$ cat src/rtl/psum_bram_arbiter.sv
// Two-requester (core/host) arbiter for a single BRAM port with tagged read return.
// Optional host starvation guard enabled by defining PSUM_ARB_STARVE_GUARD_EN.
module psum_bram_arbiter #(
    parameter int ADDR_WIDTH = 32,
    parameter int DATA_WIDTH = 32,
    parameter int NUM_BYTE   = 4,
    parameter int RD_LATENCY = 1,
    parameter int MAX_STREAK = 8
) (
    input  logic                  clk,
    input  logic                  rst,
    input  logic                  i_core_active,
    input  logic                  core_req,
    input  logic [NUM_BYTE-1:0]   core_we,
    input  logic [ADDR_WIDTH-1:0] core_addr,
    input  logic [DATA_WIDTH-1:0] core_wdat,
    output logic                  core_gnt,
    output logic                  core_rvalid,
    output logic [DATA_WIDTH-1:0] core_rdat,
    input  logic                  host_req,
    input  logic [NUM_BYTE-1:0]   host_we,
    input  logic [ADDR_WIDTH-1:0] host_addr,
    input  logic [DATA_WIDTH-1:0] host_wdat,
    output logic                  host_gnt,
    output logic                  host_rvalid,
    output logic [DATA_WIDTH-1:0] host_rdat,
    output logic [ADDR_WIDTH-1:0] mem_addr,
    output logic [DATA_WIDTH-1:0] mem_idat,
    output logic [NUM_BYTE-1:0]   mem_wren,
    output logic                  mem_enb,
    output logic                  mem_rst,
    input  logic [DATA_WIDTH-1:0] mem_odat
);

    typedef enum logic [1:0] {
        IDLE,
        CORE_OWN,
        HOST_OWN
    } state_t;

    state_t                state;
    logic                  starve;
    logic                  core_first;
    logic                  core_win;
    logic                  host_win;
    logic                  core_rd0;
    logic                  host_rd0;
    logic [RD_LATENCY:1]   pipe_core;
    logic [RD_LATENCY:1]   pipe_host;
    logic [DATA_WIDTH-1:0] core_rdat_q;
    logic [DATA_WIDTH-1:0] host_rdat_q;

`ifdef PSUM_ARB_STARVE_GUARD_EN
    logic [3:0] streak;

    assign starve = host_req && (streak == 4'(MAX_STREAK));

    always_ff @(posedge clk or negedge rst) begin
        if (!rst) begin
            streak <= '0;
        end else if (!host_req || host_win) begin
            streak <= '0;
        end else if (core_win) begin
            streak <= streak + 4'd1;
        end
    end
`else
    assign starve = 1'b0;
`endif

    assign core_first = i_core_active && !starve;
    assign core_win   = rst && core_req && (core_first || !host_req);
    assign host_win   = rst && host_req && (!core_first || !core_req);
    assign core_gnt   = core_win;
    assign host_gnt   = host_win;
    assign mem_rst    = ~rst;

    always_ff @(posedge clk or negedge rst) begin
        if (!rst) begin
            state <= IDLE;
        end else begin
            unique case (1'b1)
                core_win: state <= CORE_OWN;
                host_win: state <= HOST_OWN;
                default:  state <= IDLE;
            endcase
        end
    end

    always_ff @(posedge clk or negedge rst) begin
        if (!rst) begin
            mem_addr <= '0;
            mem_idat <= '0;
            mem_wren <= '0;
            mem_enb  <= 1'b0;
        end else if (core_win) begin
            mem_addr <= core_addr;
            mem_idat <= core_wdat;
            mem_wren <= core_we;
            mem_enb  <= 1'b1;
        end else if (host_win) begin
            mem_addr <= host_addr;
            mem_idat <= host_wdat;
            mem_wren <= host_we;
            mem_enb  <= 1'b1;
        end else begin
            mem_wren <= '0;
            mem_enb  <= 1'b0;
        end
    end

    // The owner state is aligned with the BRAM access cycle, so it tags the read.
    assign core_rd0 = (state == CORE_OWN) && mem_enb && ~|mem_wren;
    assign host_rd0 = (state == HOST_OWN) && mem_enb && ~|mem_wren;

    always_ff @(posedge clk or negedge rst) begin
        if (!rst) begin
            pipe_core <= '0;
            pipe_host <= '0;
        end else begin
            pipe_core[1] <= core_rd0;
            pipe_host[1] <= host_rd0;
            for (int k = 2; k <= RD_LATENCY; k++) begin
                pipe_core[k] <= pipe_core[k-1];
                pipe_host[k] <= pipe_host[k-1];
            end
        end
    end

    assign core_rvalid = pipe_core[RD_LATENCY];
    assign host_rvalid = pipe_host[RD_LATENCY];
    assign core_rdat   = core_rvalid ? mem_odat : core_rdat_q;
    assign host_rdat   = host_rvalid ? mem_odat : host_rdat_q;

    always_ff @(posedge clk or negedge rst) begin
        if (!rst) begin
            core_rdat_q <= '0;
            host_rdat_q <= '0;
        end else begin
            if (core_rvalid) core_rdat_q <= mem_odat;
            if (host_rvalid) host_rdat_q <= mem_odat;
        end
    end

endmodule

$ cat config.mk
export PLATFORM = sky130hd
export DESIGN_NAME = psum_bram_arbiter
export DESIGN_NICKNAME = d
export VERILOG_FILES = /design/src/rtl/psum_bram_arbiter.sv
export SDC_FILE = /design/constraint.sdc
export NUM_CORES = 1
export LEC_CHECK = 0
export BUFFER_PORTS_ARGS = -buffer_cell sky130_fd_sc_hd__buf_4
export CORE_AREA = 2 2 119 121
export CTS_CLUSTER_SIZE = 8
export DETAILED_ROUTE_END_ITERATION = 8
export DIE_AREA = 0 0 121 123
export GPL_ROUTABILITY_DRIVEN = 0
export HOLD_SLACK_MARGIN = 0.03
export PLACE_DENSITY = 0.81
export SLEW_MARGIN = 0
export SYNTH_ARGS = -nofsm -noshare
export SYNTH_HDL_FRONTEND = slang
export SYNTH_SLANG_ARGS = --single-unit
$ cat constraint.sdc
create_clock -name clk -period 1.5 [get_ports clk]
set_input_delay 0.075 -clock clk [delete_from_list [all_inputs] [get_ports clk]]
set_output_delay 0.075 -clock clk [all_outputs]
set_load 0.05 [all_outputs]
### Word level (Yosys, flattened, before mapping)

Index checks and enable logic that the tools add are counted.

| word-level totals | value |
|---|---|
| register bits after elaboration | 137 |
| logic and storage cells | 39 |
| output and inout bits | 138 |

| cells by class | value |
|---|---|
| equality and inequality tests | 2 |
| bitwise operators | 1 |
| reductions and logical operators | 16 |
| multiplexer cells | 11 |

Operators by type and width:

| cell | number |
|---|---|
| $mux 32 | 6 |
| $logic_and 1x1->1 | 8 |
| $mux 4 | 2 |
| $logic_not 1->1 | 4 |
| $pmux 2 s2 | 1 |
| $reduce_or 4->1 | 1 |
| $eq 2x1->1 const B | 1 |
| $eq 2x2->1 const B | 1 |
| $logic_or 1x1->1 | 2 |
| $mux 1 | 2 |
| $reduce_bool 2->1 | 1 |
| $not 1->1 | 1 |

### Longest topological paths before layout

Gate-level depths: netlist of the first run.

| depth | value |
|---|---|
| depth after elaboration | 5 |
| depth in mapped cells | 5 |
| gate-level depth less buffers | 3 |

### Worst setup path before layout of the first run

Ideal clock, no wire load.

| timing path | value |
|---|---|
| kind | reg-to-reg |
| start point | reg pipe_core, in the netlist core_rvalid |
| end point | reg core_rdat_q[10] |
| required time | 1.280 ns |
| setup time | 0.220 ns |
| period minus slack after synthesis | 1.818 ns |
| data arrival time | 1.598 ns |
| cell stages (with the launch flop) | 4 |
| path slack | -0.318 ns |
| cells stage by stage | dfrtp_1 -> clkbuf_1 -> buf_2 -> mux2_1 |

| between the ends | value |
|---|---|
| longest elaborated chain between the ends | 1 |

RTL lines:

| item | RTL line | RTL |
|---|---|---|
| start: declaration | 48 | `logic [RD_LATENCY:1] pipe_core;` |
| start signal: indexed assignment | 124 | `pipe_core[k] <= pipe_core[k-1];` |
| $mux 32 | -- |  |
| named net core_rdat[10] | 19 | `output logic [DATA_WIDTH-1:0] core_rdat,` |
| end signal: assignment | 140 | `if (core_rvalid) core_rdat_q <= mem_odat;` |
| end: declaration | 50 | `logic [DATA_WIDTH-1:0] core_rdat_q;` |

The timed path passes the listed nets, and every way through them passes these cells.
A chain may end at the register's enable or synchronous reset.

### Worst setup path in the final report of the first run

| timing path | value |
|---|---|
| start point | reg pipe_core, in the netlist core_rvalid |
| end point | out core_rdat[13] |

| between the ends | value |
|---|---|
| longest elaborated chain between the ends | 1 |

RTL lines:

| item | RTL line | RTL |
|---|---|---|
| $mux 32 | 132 | `assign core_rdat = core_rvalid ? mem_odat : core_rdat_q;` |
| end: declaration | 19 |  |

Every way passes these cells.

==> flow_summary.json, run 1 <==
{
  "setup_ws_ns": -0.194,
  "vias_per_cell": 5.96,
  "numCtsBuffers": 17,
  "worstHoldPathType": "primary input to flop",
  "synthCells": 538,
  "ys_types": 23,
  "period_share": 1.13,
  "htreeDepth": 4,
  "p_switching_uw": 7080,
  "fillers": 592,
  "grt_pass1_wl_um": 40900,
  "antenna_found_initial": 0,
  "path_class": "flop to output pin",
  "cts_tree": "done",
  "slowest_delay_ns": 0.41,
  "synthesis.nets": 711,
  "synth-main-ff-cell": "dfrtp_1",
  "async_flop_share": 1.00,
  "maxCapViolCount": 0,
  "critPathMaxFanout": 27,
  "finalHoldViolations": 0,
  "synth-seq-cells": 137,
  "synth_area_leaders": "dfrtp_1, mux2_2, o2111ai_1",
  "cp_data_required_time_ns": 1.42,
  "yosys_warnings": 0,
  "period_needed_ns": 1.69,
  "synth_top_area_share": 0.555,
  "drive_gt1_frac": 0.439,
  "report.final.slew_viol_count": 0,
  "p_clk_frac": 0.245,
  "grt_usage": 0.358,
  "ant_nets": 0,
  "seq_area_frac_synth": 0.555,
  "setup_violations": 64,
  "dieWidth_um": 121,
  "rows": 43,
  "die_area_mm2": 0.0149,
  "pwr-share-seq": 0.285,
  "status": "complete, but fails checks",
  "clock_path_buffers": 2,
  "syn2layout_area_growth_pct": 87.5,
  "violations": "setup timing",
  "slew_headroom": 0.294,
  "synth_common_cells": "dfrtp_1, nor2_1, a31oi_1, o2111ai_1, mux2_2",
  "tightest_slew_ns": 1.06,
  "startpoint_type": "flop",
  "port_buffers": 310,
  "synth_top_area_cell": "dfrtp_1",
  "start_util": 0.453,
  "synth_area_per_cell_um2": 11.5,
  "syn_area_mm2": 0.00617,
  "p_leak_uw": 0.00517,
  "worstPathBufferInverterCount": 2,
  "clock.fmax_ghz": 0.590,
  "place_hpwl_um": 13900,
  "fin_nets": 1185,
  "wire_per_inst_um": 23.6,
  "cpMaxStageDelayCell": "mux2_2",
  "die_h_um": 123,
  "grt.overflow.total": 0,
  "drc": 0,
  "vias": 7192,
  "peakVddDrop_uv": 841,
  "io_pins": 311,
  "end_kind": "output pin",
  "worst_skew_pair.late_latency_ns": 0.43,
  "p_int_uw": 10300,
  "wirelength_um": 28400,
  "clock_skew_ns": 0.0121,
  "grt_max_degree": 77,
  "share_comb_of_total_power": 0.470,
  "critPathArrivalTime_ns": 1.62,
  "numClockSinks": 137,
  "crit_chain": "buf_12 -> mux2_2 -> buf_6",
  "crit_family": "multiplexers",
  "cts_root_buf": "clkbuf_16",
  "synth_edf_count": 0,
  "grt_pass1_vias": 7492,
  "clkSlewWorstSetupHoldPaths_ns": 0.06,
  "drt_iter0_markers": 688,
  "synth_most_common_cell": "dfrtp_1",
  "holdWs_ns": 0.0949,
  "pre_cts_slack_ns": 0.174,
  "drt_first_pass_iters": 5,
  "power.density_mw_per_mm2": 1500,
  "switching_share": 0.408,
  "core_mm2": 0.0136,
  "grt_setup_unrepaired": "true"
}
-- sequential cells by signal, indices dropped and copies added, names as in the netlist --
register,count
core_rvalid,1
mem_enb,1
mem_addr,32
host_rdat_q,32
mem_idat,32
host_rvalid,1
state,2
mem_wren,4
core_rdat_q,32
-- timing repair --
action                                  4_1_cts  5_1_grt
resized for setup                            79       45
setup buffers                                 4        8
hold endpoints to repair                    270        7
gates cloned                                  0        1
hold buffers                                173        1
endpoints found under the setup margin       64       90
-- area by class of cell --
type	instances	area, µm²	area share
multi-input combinational	335	2520	0.218
timing repair buffer	519	4790	0.414
clock buffer	18	439	0.0380
sequential	137	3430	0.296
inverter	2	7.51	0.000649
clock inverter	14	146	0.0127
tap	180	225	0.0195
antenna	2	5.00	0.000432
-- per-layer routing --
metal | track usage | vias to the layer above | routed length (µm)
met2 | 0.623 | 577 | 14200
met5 | 0 | - | 0
met1 | 0.415 | 3479 | 10000
met3 | 0.0853 | 129 | 2690
met4 | 0.179 | 0 | 1500
li1 | - | 3007 | -
-- worst register-to-register path, cell delays in order, from the launching register on --
cell and delay, ns:
dfrtp_1 0.40, nor2_1 0.18, a31oi_1 0.09, dlygate4sd3_1 0.62
-- power groups by stage --
| stage | Combinational (µW) | Clock (µW) | Sequential, µW |
|---|---|---|---|
| 6_report | 8170 | 4250 | 4940 |
| 5_1_grt | 8400 | 4420 | 4990 |
| 4_1_cts | 7500 | 4180 | 4810 |
| 3_5_place_dp | 6350 | 0 | 4870 |
| 3_3_place_gp | 6240 | 0 | 4820 |
| 2_1_floorplan | 3400 | 0 | 5660 |
-- worst paths after layout --
check / start / slack [ns] / to / cells past startpoint
worst max register to register: mem_idat[25] / 0.08 / mem_idat[25] / 3
min in group asynchronous: rst / 0.11 / host_rdat_q[0] / 3
max in group asynchronous: rst / 0.47 / mem_idat[3] / 3
worst min-delay path: rst / 0.09 / mem_enb / 2
worst min register to register: state[1] / 0.42 / core_rvalid / 1
worst max-delay path: core_rvalid / -0.19 / core_rdat[13] / 3
-- stage by stage --
| step | cells | instance area (µm²) | utilization | total power (µW) | setup TNS (ns) |
|---|---|---|---|---|---|
| final | 1207 | 11600 | 0.850 | 17400 | -8.95 |
| after floorplan | 538 | 6170 | - | 9050 | -4.86 |
| after global placement | 986 | 8650 | 0.636 | 11100 | 0 |
| after CTS | 1195 | 11300 | 0.831 | 16500 | -9.09 |
| after global routing | 1205 | 11600 | 0.850 | 17800 | -10.83 |
| after detailed placement | 986 | 8650 | 0.636 | 11200 | 0 |
-- cell usage in the layout (no fill, tap or decap), types with 18 or more instances in the layout --
cell	instances
o2111ai_1	64
buf_4	266
mux2_4	42
a31oi_1	64
dfrtp_1	135
o21ai_1	54
buf_6	55
clkbuf_16	18
nor2_1	65
dlygate4sd3_1	171
mux2_2	22
-- cell families (layout without fill, tap and decap cells) --
kind of cell | count (synthesis) | in the layout | synth area share
and+or+nand+nor | 72 | 72 | 0.0474
buffers and inverters | 66 | 553 | 0.0626
AOI/OAI and AO/OA | 199 | 199 | 0.218
DFF | 137 | 137 | 0.555
other | 0 | 2 | 0
muxes | 64 | 64 | 0.117
(Power assumes the default switching activity.)
==> inputs of run 2 (changes only) <==
Settings changed: ABC_AREA set to 1, CORE_AREA 2 2 119 121 to 2 2 120 122, DIE_AREA 0 0 121 123 to 0 0 122 124.
==> run 2 against run 1 <==
The run ends with hold timing, setup timing left; register-to-register slack better by 0.27 ns; die area up 1.6%; combinational power down 1%; design area about the same; final cell count up 15%; non-clock buffer count down 25; clock skew down 0.0052 ns; synthesized area up 3.9%; power down 1.2%; sequential share of layout area about the same; largest power group unchanged.
==> flow_summary.json, run 2 <==
{
  "wirelength_um": 27300,
  "port_buffers": 310,
  "setup_violations": 64,
  "grt_usage": 0.336,
  "io_pins": 311,
  "wire_per_inst_um": 19.6,
  "seq_area_mm2": 0.00343,
  "numClockSinks": 137,
  "grt_use_met1": 0.359,
  "synth_common_cells": "nand2_1, dfrtp_1, inv_1",
  "synth-main-ff-cell": "dfrtp_1",
  "report.final.slew_viol_count": 0,
  "start_util": 0.467,
  "die_area_mm2": 0.0151,
  "fillers": 645,
  "crit_chain": "buf_12 -> mux2_2 -> buf_6",
  "clock.fmax_ghz": 0.599,
  "synth_top_area_cell": "dfrtp_1",
  "period_share": 1.11,
  "synth_edf_count": 0,
  "clkSlewWorstSetupHoldPaths_ns": 0.06,
  "layout_common_cells": "buf_4, nand2_1, dlygate4sd3_1, inv_1, dfrtp_1",
  "tightest_slew_ns": 0.585,
  "place_inst": 1190,
  "synth-seq-cells": 137,
  "worstHoldPathType": "primary input to async pin",
  "final_common_cell": "buf_4",
  "diodes": 0,
  "clock_skew_ns": 0.00688,
  "die_h_um": 124,
  "tns_ns": -8.35,
  "synth_most_common_cell": "nand2_1",
  "status": "complete, but fails checks",
  "drt_iter0_markers": 584,
  "syn_area_mm2": 0.00641,
  "synth_top_area_share": 0.535,
  "synth_area_leaders": "dfrtp_1, nand2_1, mux2_2",
  "startpoint_type": "flop",
  "path_class": "flop to output pin",
  "cts_hold_buffers": 168,
  "peakVddDrop_uv": 1010,
  "syn2layout_area_growth_pct": 80.6,
  "use_met3": 0.0939,
  "yosys_warnings": 0,
  "violations": "hold timing, setup timing",
  "power.density_mw_per_mm2": 1480,
  "ys_types": 13,
  "drc": 0,
  "period_needed_ns": 1.67,
  "use_met2": 0.606,
  "rows": 43,
  "synthesis.nets": 901,
  "drt_first_pass_iters": 5,
  "grt_pass1_vias": 7482,
  "synthCells": 728,
  "fin_nets": 1372,
  "async_flop_share": 1.00,
  "synth_area_per_cell_um2": 8.81,
  "grt_max_degree": 93,
  "vias": 7212,
  "cp_data_required_time_ns": 1.42,
  "slowest_delay_ns": 0.42,
  "slew_headroom": 0.610,
  "clock_path_buffers": 2,
  "dieWidth_um": 122,
  "setup_ws_ns": -0.171,
  "antenna_found_initial": 0,
  "end_kind": "output pin",
  "cts_tree": "done",
  "seq_area_frac_synth": 0.535,
  "final_cell_count_no_fill": 1392,
  "numCtsBuffers": 17,
  "busiest_layer": "met2",
  "drive_gt1_frac": 0.352,
  "grt.overflow.total": 0,
  "multi_input_area_mm2": 0.00235,
  "worst_skew_pair.late_latency_ns": 0.41,
  "holdWs_ns": -0.252,
  "cpMaxStageDelayCell": "dfrtp_2",
  "ant_nets": 0,
  "worstPathBufferInverterCount": 2,
  "finalHoldViolations": 137,
  "maxCapViolCount": 0,
  "htreeDepth": 4,
  "cts_root_buf": "clkbuf_16",
  "vias_per_cell": 5.18,
  "grt_pass1_wl_um": 38400,
  "grt_setup_unrepaired": "true",
  "p_leak_uw": 0.00625,
  "critPathArrivalTime_ns": 1.60,
  "critPathMaxFanout": 17,
  "core_mm2": 0.0137,
  "place_hpwl_um": 13400,
  "crit_family": "flip-flops"
}
## run 2: changes by cell type after synthesis, sizes merged, moves of 2 or more
| cell | before | now |
|---|---|---|
| o21ai | 64 | 0 |
| nor3b | 2 | 0 |
| a31oi | 64 | 0 |
| inv | 2 | 138 |
| nand2 | 2 | 213 |
| nor2 | 66 | 5 |
| nand3 | 0 | 129 |
| buf | 55 | 38 |
| a211oi | 2 | 0 |
| a22o | 4 | 0 |
| clkbuf | 9 | 4 |
| o2111ai | 64 | 0 |
## run 2: timing repair
item / in CTS / in global routing
pin swaps: 0 / 0
setup endpoints to repair: 64 / 64
cloned: 0 / 2
buffers inserted: 0 / 0
hold endpoints to repair: 269 / 137
gates resized for setup: 54 / 51
## run 2: path summary, 6_finish.rpt
path,slack (ns),startpoint,cells past startpoint,to
max,-0.17,host_rvalid,3,host_rdat[25]
min,-0.25,rst,2,core_rdat_q[16]
max reg2reg,0.35,host_rvalid,2,host_rdat_q[25]
min reg2reg,0.48,mem_addr[4],2,mem_addr[4]
max in group asynchronous,1.30,rst,2,mem_addr[22]
min in group clk,0.10,host_wdat[1],5,mem_idat[1]
## run 2: kinds of logic (layout without fill, tap and decap cells)
group                  after synthesis  count (layout)  share of synthesized area
flip-flops                         137             137                      0.535
multiplexers                        64              64                      0.112
buffers and inverters              180             664                      0.124
AND/OR/NAND/NOR                    347             347                      0.229
## run 2: final cells by class
| class | count | area share |
|---|---|---|
| well taps | 180 | 0.0194 |
| repair buffers | 494 | 0.388 |
| clock buffers | 22 | 0.0409 |
| multi-input cells | 411 | 0.203 |
| clock inverters | 10 | 0.00810 |
| inverters | 138 | 0.0447 |
| flip-flops and latches | 137 | 0.296 |
## run 2: report_power, final
group	internal, µW	total (µW)	switching [µW]
clock	2410	4060	1640
combinational	3060	8090	5030
sequential	4560	5010	450
total	10000	17200	7120
## run 2: metal layers
metal,vias to the layer above,wire [µm],share of wire
met5,-,0,0
met3,120,2470,0.090
li1,3160,-,-
met2,483,14100,0.52
met1,3449,9470,0.35
met4,0,1270,0.047
## run 2: through the flow
| step | total power (µW) | cell area, µm² | hold WS, ns | util | setup slack (ns) |
|---|---|---|---|---|---|
| final | 17200 | 11600 | -0.252 | 0.844 | -0.171 |
| after global routing | 17600 | 11600 | -0.220 | 0.844 | -0.207 |
| after CTS | 16400 | 11300 | -0.236 | 0.827 | -0.202 |
| after detailed placement | 11600 | 8890 | 0.211 | 0.648 | 0.233 |
| after global placement | 11400 | 8890 | 0.214 | 0.648 | 0.257 |
| after floorplan | 9350 | 6420 | -0.221 | - | -0.0493 |
==> inputs of run 3 (changes only) <==
Settings changed: ABC_AREA 1 to unset, CORE_AREA 2 2 120 122 to 2 2 119 121, DIE_AREA 0 0 122 124 to 0 0 121 123, SLEW_MARGIN 0 to 30.
==> run 3 against run 2 <==
The flow finishes with violations (setup timing); die area down 1.6%; critical path depth unchanged; count of clock-buffer cells in the layout fell by 4; sequential cell count did not move; clock power is 5% higher; clock skew increased by 0.0049 ns; final cell count is 13% lower; first-iteration DRC count increased by 12%; worst hold slack gained 0.34 ns; largest cell class unchanged.
==> flow_summary.json, run 3 (synthesized netlist as in run 1, its figures left out) <==
{
  "grt_pass1_vias": 7492,
  "clock.fmax_ghz": 0.588,
  "port_buffers": 310,
  "ant_nets": 0,
  "cpMaxStageDelayCell": "mux2_2",
  "syn2layout_area_growth_pct": 87.4,
  "period_needed_ns": 1.70,
  "r2r_cells": 3,
  "drt_first_pass_iters": 5,
  "clkSlewWorstSetupHoldPaths_ns": 0.06,
  "worstHoldPathType": "primary input to flop",
  "wirelength_um": 28400,
  "worst_skew_pair.late_latency_ns": 0.43,
  "wire_per_inst_um": 23.5,
  "worstHoldStart": "rst",
  "numCtsBuffers": 17,
  "cp_data_required_time_ns": 1.42,
  "setup_violations": 64,
  "drc": 0,
  "rrSetupSlack_ns": 0.08,
  "reg2reg_from": "mem_idat[25]",
  "htreeDepth": 4,
  "period_share": 1.13,
  "grt_setup_unrepaired": "true",
  "start_util": 0.453,
  "slowest_delay_ns": 0.41,
  "grt_pass1_wl_um": 40900,
  "status": "complete, but fails checks",
  "fin_nets": 1185,
  "holdPathStages": 2,
  "end_kind": "output pin",
  "die_area_mm2": 0.0149,
  "slew_headroom": 0.648,
  "hold_end": "mem_enb",
  "numClockSinks": 137,
  "clock_skew_ns": 0.0118,
  "cts_tree": "done",
  "grt_usage": 0.358,
  "antenna_found_initial": 0,
  "drt_iter0_markers": 655,
  "vias_per_cell": 6.01,
  "setup_ws_ns": -0.199,
  "grt_max_degree": 77,
  "crit_chain": "buf_12 -> mux2_2 -> buf_6",
  "cts_root_buf": "clkbuf_16",
  "die_h_um": 123,
  "drive_gt1_frac": 0.440,
  "critPathArrivalTime_ns": 1.62,
  "peakVddDrop_uv": 845,
  "layout_common_cells": "buf_4, dlygate4sd3_1, dfrtp_1, nor2_1",
  "clock_path_buffers": 2,
  "rr_endpoint": "mem_idat[25]",
  "rows": 43,
  "vias": 7258,
  "path_class": "flop to output pin",
  "io_pins": 311,
  "finalHoldViolations": 0,
  "maxCapViolCount": 0,
  "critPathMaxFanout": 27,
  "dieWidth_um": 121,
  "tightest_slew_ns": 0.527,
  "power_uw": 17400,
  "final_cell_count_no_fill": 1207,
  "violations": "setup timing",
  "fillers": 592,
  "report.final.slew_viol_count": 0,
  "power.density_mw_per_mm2": 1500,
  "core_mm2": 0.0136,
  "grt.overflow.total": 0,
  "place_inst": 986,
  "p_leak_uw": 0.00517,
  "final_common_cell": "buf_4",
  "place_hpwl_um": 13900,
  "startpoint_type": "flop"
}
run 3: report_power, final:
| group | internal [µW] | switching [µW] | total, µW |
|---|---|---|---|
| combinational | 3280 | 4890 | 8170 |
| clock | 2490 | 1770 | 4260 |
| sequential | 4510 | 431 | 4940 |
| total | 10300 | 7090 | 17400 |
run 3: layout make-up:
| cell class | count | area [µm²] | share of cell area |
|---|---|---|---|
| timing repair buffer | 519 | 4790 | 0.414 |
| sequential | 137 | 3430 | 0.297 |
| multi-input combinational | 335 | 2520 | 0.218 |
| clock buffer | 18 | 439 | 0.0380 |
| tap | 180 | 225 | 0.0195 |
| clock inverter | 14 | 146 | 0.0127 |
| inverter | 2 | 7.51 | 0.000649 |
| antenna | 2 | 5.00 | 0.000433 |
run 3: timing repair:
action,4_1_cts,5_1_grt
hold buffers,173,1
buffers inserted,4,8
setup endpoints to repair,64,67
resized for setup,79,44
hold endpoints to repair,270,7
gates cloned,0,1
run 3: how the worst max path moves through the flow:
stage	start	slack, ns	end	cells after the start
after floorplan	core_rvalid	-0.08	core_rdat_q[10]	3
after global placement	host_rvalid	0.23	host_rdat[26]	3
after detailed placement	core_rvalid	0.17	core_rdat[21]	3
after CTS	host_rvalid	-0.18	host_rdat[27]	3
after global routing	core_rvalid	-0.24	core_rdat[13]	3
final	core_rvalid	-0.20	core_rdat[13]	3
run 3: routing by layer:
| layer | track usage | wire, µm |
|---|---|---|
| met5 | 0 | 0 |
| met4 | 0.179 | 1490 |
| met3 | 0.0853 | 2680 |
| met2 | 0.623 | 14200 |
| met1 | 0.415 | 10000 |
run 3: per-stage QoR:
stage / hold slack (ns) / cell area [µm²] / TNS, ns / utilization / worst slack (ns)
after detailed placement: -0.0856 / 8650 / 0 / 0.636 / 0.174
after floorplan: -0.221 / 6170 / -4.86 / - / -0.0809
after CTS: 0.0322 / 11300 / -9.09 / 0.831 / -0.180
final: 0.0926 / 11600 / -9.08 / 0.850 / -0.199
after global placement: -0.0887 / 8650 / 0 / 0.636 / 0.229
after global routing: 0.0848 / 11600 / -10.83 / 0.849 / -0.238
run 3: worst max-delay path: cells and delay by family, from the launching register on:
family	cells	cell delay, ns
flip-flops	1	0.40
buffers and inverters	2	0.38
multiplexers	1	0.41
